<file path="src/rtl/max7219_spi_frame_tx.sv">
// Serialises one MAX7219 command word (address byte + data byte, MSB first)
// onto DIN/CLK/LOAD. The pin clock is gated from the free-running divider
// clock, so the device sees exactly WORD_W rising edges per frame. DIN only
// changes on falling sck edges, which gives the device a half period of setup
// and hold around each sampling edge.
module max7219_spi_frame_tx #(
  parameter int WORD_W = 16
) (
  input  logic              clk,
  input  logic              rst_n,
  input  logic              sck,
  input  logic              sck_edge,
  input  logic              start,
  input  logic [WORD_W-1:0] data,
  output logic              din,
  output logic              sck_out,
  output logic              load,
  output logic              busy,
  output logic              done
);

  // The counter must be able to hold WORD_W itself (16 edges counted).
  localparam int CNT_W = $clog2(WORD_W + 1);

  typedef enum logic [1:0] {
    IDLE,
    ALIGN,
    SHIFT
  } state_t;

  state_t            state_q, state_d;
  logic [WORD_W-1:0] shreg_q, shreg_d;
  logic [CNT_W-1:0]  bitcnt_q, bitcnt_d;
  logic              sck_q;
  logic              din_q, din_d;
  logic              load_q, load_d;
  logic              done_q, done_d;
  logic              sck_fall;

  // Falling edge of the divider clock, seen one clk after sck drops.
  assign sck_fall = sck_q & ~sck;

  // State register and registered pin outputs.
  always_ff @(posedge clk or negedge rst_n) begin
    if (!rst_n) begin
      state_q  <= IDLE;
      shreg_q  <= '0;
      bitcnt_q <= '0;
      sck_q    <= 1'b0;
      din_q    <= 1'b0;
      load_q   <= 1'b1;
      done_q   <= 1'b0;
    end else begin
      state_q  <= state_d;
      shreg_q  <= shreg_d;
      bitcnt_q <= bitcnt_d;
      sck_q    <= sck;
      din_q    <= din_d;
      load_q   <= load_d;
      done_q   <= done_d;
    end
  end

  // Next-state and shift/count logic for the frame sequencer.
  always_comb begin
    state_d  = state_q;
    shreg_d  = shreg_q;
    bitcnt_d = bitcnt_q;
    din_d    = din_q;
    load_d   = load_q;
    done_d   = 1'b0;

    case (state_q)
      IDLE: begin
        load_d = 1'b1;
        din_d  = 1'b0;
        if (start) begin
          shreg_d = data;
          state_d = ALIGN;
        end
      end

      // Wait for a falling sck so the first bit gets a full low half period
      // of setup before the first gated rising edge.
      ALIGN: begin
        if (sck_fall) begin
          load_d   = 1'b0;
          din_d    = shreg_q[WORD_W-1];
          shreg_d  = shreg_q << 1;
          bitcnt_d = '0;
          state_d  = SHIFT;
        end
      end

      SHIFT: begin
        if (sck_edge) begin
          bitcnt_d = bitcnt_q + CNT_W'(1);
        end
        // Shift decision uses the count from before any same-cycle increment.
        if (sck_fall) begin
          if (bitcnt_q < CNT_W'(WORD_W)) begin
            din_d   = shreg_q[WORD_W-1];
            shreg_d = shreg_q << 1;
          end else begin
            load_d  = 1'b1;
            din_d   = 1'b0;
            done_d  = 1'b1;
            state_d = IDLE;
          end
        end
      end

      default: begin
        state_d = IDLE;
      end
    endcase
  end

  assign din     = din_q;
  assign load    = load_q;
  assign done    = done_q;
  assign sck_out = sck & (state_q == SHIFT);
  // busy covers the done cycle too, even though the FSM is already in IDLE.
  assign busy    = (state_q != IDLE) | done_q;

endmodule

</file>
<file path="config.mk">
export PLATFORM = sky130hd
export DESIGN_NAME = max7219_spi_frame_tx
export DESIGN_NICKNAME = d
export VERILOG_FILES = /design/src/rtl/max7219_spi_frame_tx.sv
export SDC_FILE = /design/constraint.sdc
export NUM_CORES = 1
export LEC_CHECK = 0
export CORE_ASPECT_RATIO = 1.5
export CORE_MARGIN = 5
export CORE_UTILIZATION = 40
export DETAILED_ROUTE_END_ITERATION = 7
export PLACE_DENSITY = 0.76
export SLEW_MARGIN = 20
export SYNTH_ARGS = -nofsm -noshare
export SYNTH_HDL_FRONTEND = slang
export SYNTH_SLANG_ARGS = --single-unit
export TNS_END_PERCENT = 30
</file>
<file path="constraint.sdc">
create_clock -name clk -period 3.2 [get_ports clk]
set_input_delay 0.96 -clock clk [delete_from_list [all_inputs] [get_ports clk]]
set_output_delay 0.96 -clock clk [all_outputs]
set_load 0.01 [all_outputs]
</file>
Yosys cells after proc, flatten, opt, wreduce, memory -nomap -nowiden
Cells that the tools add are included.

Register bits after elaboration: 27. Input bits: 21. Output and inout port bits: 5. Word-level logic and storage cells: 54.

Add/sub/neg operators: 1. Magnitude comparators: 1. Equal/unequal tests: 8. Muxes and demuxes: 24. Bitwise operators: 4. Reduce and logical (&&, ||, !) cells: 9.

Operators by type and width (number): $mux W16 (4); $pmux W16 S3 (1); $ne A2 B2 Y1 const B (6); $mux W5 (2); $pmux W5 S2 (1); $mux W1 (9); $mux W2 (4); $reduce_and A4 Y1 (2); $pmux W1 S3 (2); $pmux W2 S3 (1); $reduce_and A3 Y1 (2); $add A5 B1 Y5 const B (1); $lt A5 B5 Y1 const B (1); $reduce_and A5 Y1 (1); $reduce_bool A2 Y1 (2); $reduce_bool A3 Y1 (1); $and A1 B1 Y1 (2); $eq A2 B1 Y1 const B (1); $eq A2 B2 Y1 const B (1); $logic_not A2 Y1 (1); $not A1 Y1 (1); $or A1 B1 Y1 (1).

Depth between registers and ports, before layout
Gate-level depths: netlist of run 1.

Depth in word-level cells: 4. Mapped depth: 7. Gate-level depth less buffers: 6.

Worst setup path after synthesis of run 1
Ideal clock, no wire load.

Path kind: input to output. Start: input port sck. End: output port sck_out. Arrival: 1.125 ns. Data required time: 2.240 ns. Setup slack: 1.115 ns. Cell stages on the path: 1. Buffers on the path: 0. Cell sequence: and2_1.

Word-level cells in the longest chain between the ends: 1.

RTL lines: start, declared (line 11) `input logic sck,`; $and A1 B1 Y1 (line 122) `assign sck_out = sck & (state_q == SHIFT);`; end, declared (line 16) `output logic sck_out,`.

Every way passes these cells.

Worst setup path in the final report of run 1
Same ends and word-level chain as after synthesis.

==> results of run 1 <==
## worst reg2reg max path: cells and delay by family, from the launching register on
kind / cells / cell delay, ns
AOI/OAI and AO/OA: 2 / 0.38
and+or+nand+nor: 2 / 0.62
DFF: 1 / 0.44
adders and majority gates: 1 / 0.33
buffers and inverters: 1 / 0.15
## metal layers
metal,up-vias,share of wire (%),global-route usage [%]
met2,32,50,22.5
met4,0,1.5,4.18
li1,541,-,-
met1,522,43,13.6
met3,6,5.5,3.27
met5,-,0,0
## path summary, 6_finish.rpt
check,end,depth (start not counted)
setup / recovery,sck_out,3
max in group asynchronous,load,2
hold / removal,shreg_q[6],2
min in group asynchronous,bitcnt_q[1],2
hold reg to reg,shreg_q[6],2
setup reg to reg,bitcnt_q[4],6
## state kept, by name (all words and copies together) (netlist names)
register	count
state_q	2
din	1
sck_q	1
done	1
load	1
bitcnt_q	5
shreg_q	16
## power breakdown
part / switching (mW) / internal (mW)
Clock: 0.110 / 0.0875
Sequential: 0.0857 / 0.487
Combinational: 0.438 / 0.381
Total: 0.634 / 0.955
## kinds of logic (layout without fill, tap and decap cells)
| logic type | count (synthesis) | in the layout | share of synthesized area [%] |
|---|---|---|---|
| fa+ha+maj | 8 | 8 | 7.11 |
| simple gates | 36 | 36 | 12.0 |
| mux | 18 | 18 | 13.0 |
| compound gates | 38 | 38 | 16.4 |
| flops | 27 | 27 | 48.0 |
| buf+inv | 12 | 38 | 3.46 |
## Yosys cell counts (2+ instances only)
master / number / area share [%]
o31ai_1: 4 / 2.1
buf_2: 3 / 1.1
mux2i_1: 16 / 11
a21oi_1: 4 / 1.4
o21ai_0: 21 / 7.5
ha_1: 8 / 7.1
nor2_1: 2 / 0.53
inv_1: 7 / 1.9
clkbuf_1: 2 / 0.53
dfrtp_1: 26 / 46
mux2_2: 2 / 1.6
nand2_1: 21 / 5.6
or4_1: 2 / 1.1
nor3_1: 2 / 0.71
nand2b_1: 3 / 1.3
## area by class of cell
class	count	area, um2
fill	323	1660
sequential	27	677
multi-input combinational	100	689
clock inverter	1	5.00
timing repair buffer	27	265
tap	42	52.6
clock buffer	3	41.3
inverter	7	26.3
## metrics by stage
step	util, %	std cells	instance area (um2)	hold WS (ns)
after floorplan	-	139	1410	0.450
after global placement	50.1	203	1710	0.462
after detailed placement	50.1	203	1710	0.471
after CTS	51.4	207	1760	0.491
after global routing	51.4	207	1760	0.522
final	51.4	207	1760	0.484
==> flow_metrics.env, run 1 <==
export IMPL_detailed_place_hpwl_mm=2.12
export IMPL_critPathTopFamily="buffers and inverters"
export IMPL_synth_cell_types=31
export IMPL_yosys_register_bits=27
export IMPL_dp_slack_ns=0.119
export IMPL_status="completed"
export IMPL_min_from="shreg_q[6]"
export IMPL_drtIter0Drc=26
export IMPL_fmax_ghz=0.324
export IMPL_cts_sinks=27
export IMPL_period_share_pct=96.3
export IMPL_clockBufferDepth=2
export IMPL_ir_worst_vdd_mv=0.507
export IMPL_coreArea_um2=3420
export IMPL_worst_r2r_startpoint="state_q[0]"
export IMPL_yosysSeqAreaShare_pct=48.0
export IMPL_layout_drive_gt1_share_pct=8.48
export IMPL_setup_ws_ns=0.117
export IMPL_port_buffers=25
export IMPL_clockRootBuffer="clkbuf_8"
export IMPL_post_cts_buffers=0
export IMPL_tightest_slew_ns=0.785
export IMPL_rows=26
export IMPL_drtPass1Iterations=4
export IMPL_power_leakage_nw=0.785
export IMPL_setup_worst_path_start="sck"
export IMPL_max_stage_delay_ns=0.52
export IMPL_async_reset_ff_share_pct=100
export IMPL_grt_pass1_wl_mm=4.64
export IMPL_gp_congestion=0.819
export IMPL_vias_per_cell=5.32
export IMPL_path_buf_inv=2
export IMPL_syn2layout_area_growth_pct=24.7
export IMPL_crit_type="input port to output port"
export IMPL_synth_edf_count=0
export IMPL_fin_tns_setup_ns=0
export IMPL_post_cts_resized=0
export IMPL_relSlewSlack_pct=47.7
export IMPL_syn_nets=168
export IMPL_avgSynthCellArea_um2=10.1
export IMPL_ios=26
export IMPL_synth_ff_type="dfrtp_1"
export IMPL_grt_max_degree=33
export IMPL_wl_per_cell_um=13.5
export IMPL_maxCapViolCount=0
export IMPL_clkTransAtPathRegs_ns=0.09
export IMPL_first_global_vias=1132
export IMPL_ys_warn_count=0
export IMPL_mostFrequentLayoutCells="dfrtp_1 (26), clkdlybuf4s50_1 (25), nand2_1 (21), o21ai_0 (21), mux2i_1 (16)"
export IMPL_rsz0062_at_grt="false"
export IMPL_final_common_cell="dfrtp_1"
export IMPL_diodes=0
export IMPL_dieArea_um2=4830
export IMPL_synth_cells=139
export IMPL_die_height_um=82.7
export IMPL_netlist_area_um2=1410
export IMPL_hold_class="register to register"
export IMPL_initial_core_util_pct=41.2
export IMPL_fp_dieW_um=58.5
export IMPL_gr_total_overflow=0
export IMPL_grt_usage_pct=12.3
export IMPL_end_kind="output port"
export IMPL_final_nets=195
export IMPL_cts_buffers=3
export IMPL_r2r_slack_ns=1.19
export IMPL_finalPower_mw=1.59
export IMPL_h_tree_depth=1
export IMPL_worstPathArrival_ns=2.12
export IMPL_startpoint_type="input port"
export IMPL_slew_violations=0
export IMPL_ant_nets=0
export IMPL_path_max_fanout=4
export IMPL_cts_tree="yes"
export IMPL_antenna_found_initial=0
export IMPL_power_density_nw_per_um2=905
export IMPL_cp_required_ns=2.24
export IMPL_wl_mm=2.79
export IMPL_vias=1101
export IMPL_clock_skew_ns=0.00676
export IMPL_timing_hold_violations_final=0
export IMPL_setup_viol=0
export IMPL_crit_top_cell="clkdlybuf4s50_1"
export IMPL_crit_chain="clkdlybuf4s50_1 -> and2_1 -> clkdlybuf4s50_1"
export IMPL_clkLatencyLatePin_ns=0.28
export IMPL_crit_slowest_cell="clkdlybuf4s50_1"
export IMPL_holdBufCountCts=0
export IMPL_drc=0
export IMPL_min_period_ns=3.08
Power figures use the tool's default switching activity.
==> run 2, diff against run 1 <==
Settings changed: GPL_TIMING_DRIVEN set to 0.
==> flow_metrics.env, run 2 (same netlist as run 1, synthesis figures left out) <==
export IMPL_initial_core_util_pct=41.2
export IMPL_detailed_place_hpwl_mm=2.37
export IMPL_crit_slowest_cell="clkdlybuf4s50_1"
export IMPL_crit_chain="clkdlybuf4s50_1 -> and2_1 -> clkdlybuf4s50_1"
export IMPL_ios=26
export IMPL_die_height_um=82.7
export IMPL_fp_dieW_um=58.5
export IMPL_ir_worst_vdd_mv=0.528
export IMPL_h_tree_depth=1
export IMPL_first_global_vias=1195
export IMPL_clock_skew_ns=0.00674
export IMPL_crit_type="input port to output port"
export IMPL_finalPower_mw=1.60
export IMPL_rsz0062_at_grt="false"
export IMPL_r2r_end="bitcnt_q[4]"
export IMPL_clockRootBuffer="clkbuf_8"
export IMPL_holdPathEnd="shreg_q[6]"
export IMPL_gp_congestion=0.795
export IMPL_mostFrequentLayoutCells="dfrtp_1 (26), clkdlybuf4s50_1 (24), nand2_1 (21), o21ai_0 (21), mux2i_1 (16)"
export IMPL_path_buf_inv=2
export IMPL_max_stage_delay_ns=0.52
export IMPL_grt_max_degree=28
export IMPL_coreArea_um2=3420
export IMPL_power_density_nw_per_um2=915
export IMPL_grt_pass1_wl_mm=5.34
export IMPL_relSlewSlack_pct=59.2
export IMPL_startpoint_type="input port"
export IMPL_period_share_pct=96.2
export IMPL_largest_register="shreg_q"
export IMPL_wl_per_cell_um=14.0
export IMPL_drtIter0Drc=28
export IMPL_rr_worst_depth=6
export IMPL_worst_r2r_startpoint="state_q[0]"
export IMPL_syn2layout_area_growth_pct=24.4
export IMPL_final_util_pct=51.3
export IMPL_critPathTopFamily="buffers and inverters"
export IMPL_largest_reg_flops=16
export IMPL_grt_usage_pct=14.0
export IMPL_r2r_slack_ns=1.18
export IMPL_final_common_cell="dfrtp_1"
export IMPL_end_kind="output port"
export IMPL_antenna_found_initial=0
export IMPL_cts_buffers=3
export IMPL_min_period_ns=3.08
export IMPL_status="completed"
export IMPL_power_leakage_nw=0.789
export IMPL_wl_mm=2.94
export IMPL_diodes=0
export IMPL_slew_violations=0
export IMPL_worstPathArrival_ns=2.12
export IMPL_final_nets=198
export IMPL_fmax_ghz=0.325
export IMPL_gr_total_overflow=0
export IMPL_path_max_fanout=4
export IMPL_clkLatencyLatePin_ns=0.27
export IMPL_layout_drive_gt1_share_pct=8.93
export IMPL_port_buffers=25
export IMPL_cts_tree="yes"
export IMPL_min_from="shreg_q[6]"
export IMPL_cts_sinks=27
export IMPL_largestRegisters="shreg_q x16, bitcnt_q x5, state_q x2"
export IMPL_crit_top_cell="clkdlybuf4s50_1"
export IMPL_drtPass1Iterations=4
export IMPL_fin_tns_setup_ns=0
export IMPL_vias_per_cell=5.32
export IMPL_cp_required_ns=2.24
export IMPL_tightest_slew_ns=0.612
export IMPL_post_cts_resized=0
export IMPL_timing_hold_violations_final=0
export IMPL_drc=0
export IMPL_post_cts_buffers=0
export IMPL_holdBufCountCts=0
export IMPL_clkTransAtPathRegs_ns=0.09
export IMPL_ant_nets=0
export IMPL_clockBufferDepth=2
export IMPL_min_path_cells=2
export IMPL_hold_class="register to register"
export IMPL_vias=1118
export IMPL_setup_viol=0
export IMPL_maxCapViolCount=0
export IMPL_dieArea_um2=4830
export IMPL_rows=26
## run 2: changes by cell type in the layout (fill, tap and decap cells not counted)
| cell | change |
|---|---|
| buf_4 | -2 |
| buf_2 | +4 |
| clkbuf_1 | +2 |
| o221ai_2 | -1 |
| clkdlybuf4s50_1 | -1 |
| o221ai_1 | +1 |
## run 2: tightest hold or removal path: cells and delay by family (launching register included)
| kind | cells | cell delay, ns |
|---|---|---|
| flip-flops | 1 | 0.36 |
| AND/OR/NAND/NOR | 1 | 0.05 |
| AO/OA/AOI/OAI | 1 | 0.06 |
## run 2: metrics by stage
| stage | std cells | hold slack [ns] | setup WS [ns] | cell area [um2] |
|---|---|---|---|---|
| finish | 210 | 0.492 | 0.122 | 1750 |
| CTS | 210 | 0.494 | 0.118 | 1750 |
| floorplan | 139 | 0.450 | 1.12 | 1410 |
| global placement | 206 | 0.463 | 0.134 | 1710 |
| detailed placement | 206 | 0.473 | 0.120 | 1710 |
| global route | 210 | 0.524 | 0.0652 | 1750 |
## run 2: worst max-delay path by stage
| stage | endpoint | cells after the start | startpoint |
|---|---|---|---|
| 6_report | sck_out | 3 | sck |
| 3_3_place_gp | sck_out | 3 | sck |
| 4_1_cts | sck_out | 3 | sck |
| 2_1_floorplan | sck_out | 1 | sck |
| 3_5_place_dp | sck_out | 3 | sck |
| 5_1_grt | sck_out | 3 | sck |
## run 2: where the power goes
part	total, mW	internal, mW	switching (mW)
sequential	0.574	0.487	0.0872
clock	0.192	0.0872	0.105
combinational	0.838	0.380	0.458
## run 2: per-layer routing
| layer | part of all wire, % | global-route usage [%] | up-vias |
|---|---|---|---|
| met5 | 0 | 0 | - |
| li1 | - | - | 548 |
| met1 | 40 | 16.0 | 538 |
| met4 | 0.55 | 4.41 | 0 |
| met3 | 4.9 | 2.95 | 2 |
| met2 | 55 | 25.6 | 30 |
## run 2: final cells by class
class	count	area, um2
buffer	5	22.5
clock buffer	3	41.3
clock inverter	1	5.00
fill	340	1660
inverter	7	26.3
multi-input combinational	100	683
sequential	27	677
tap	42	52.6
timing repair buffer	25	245
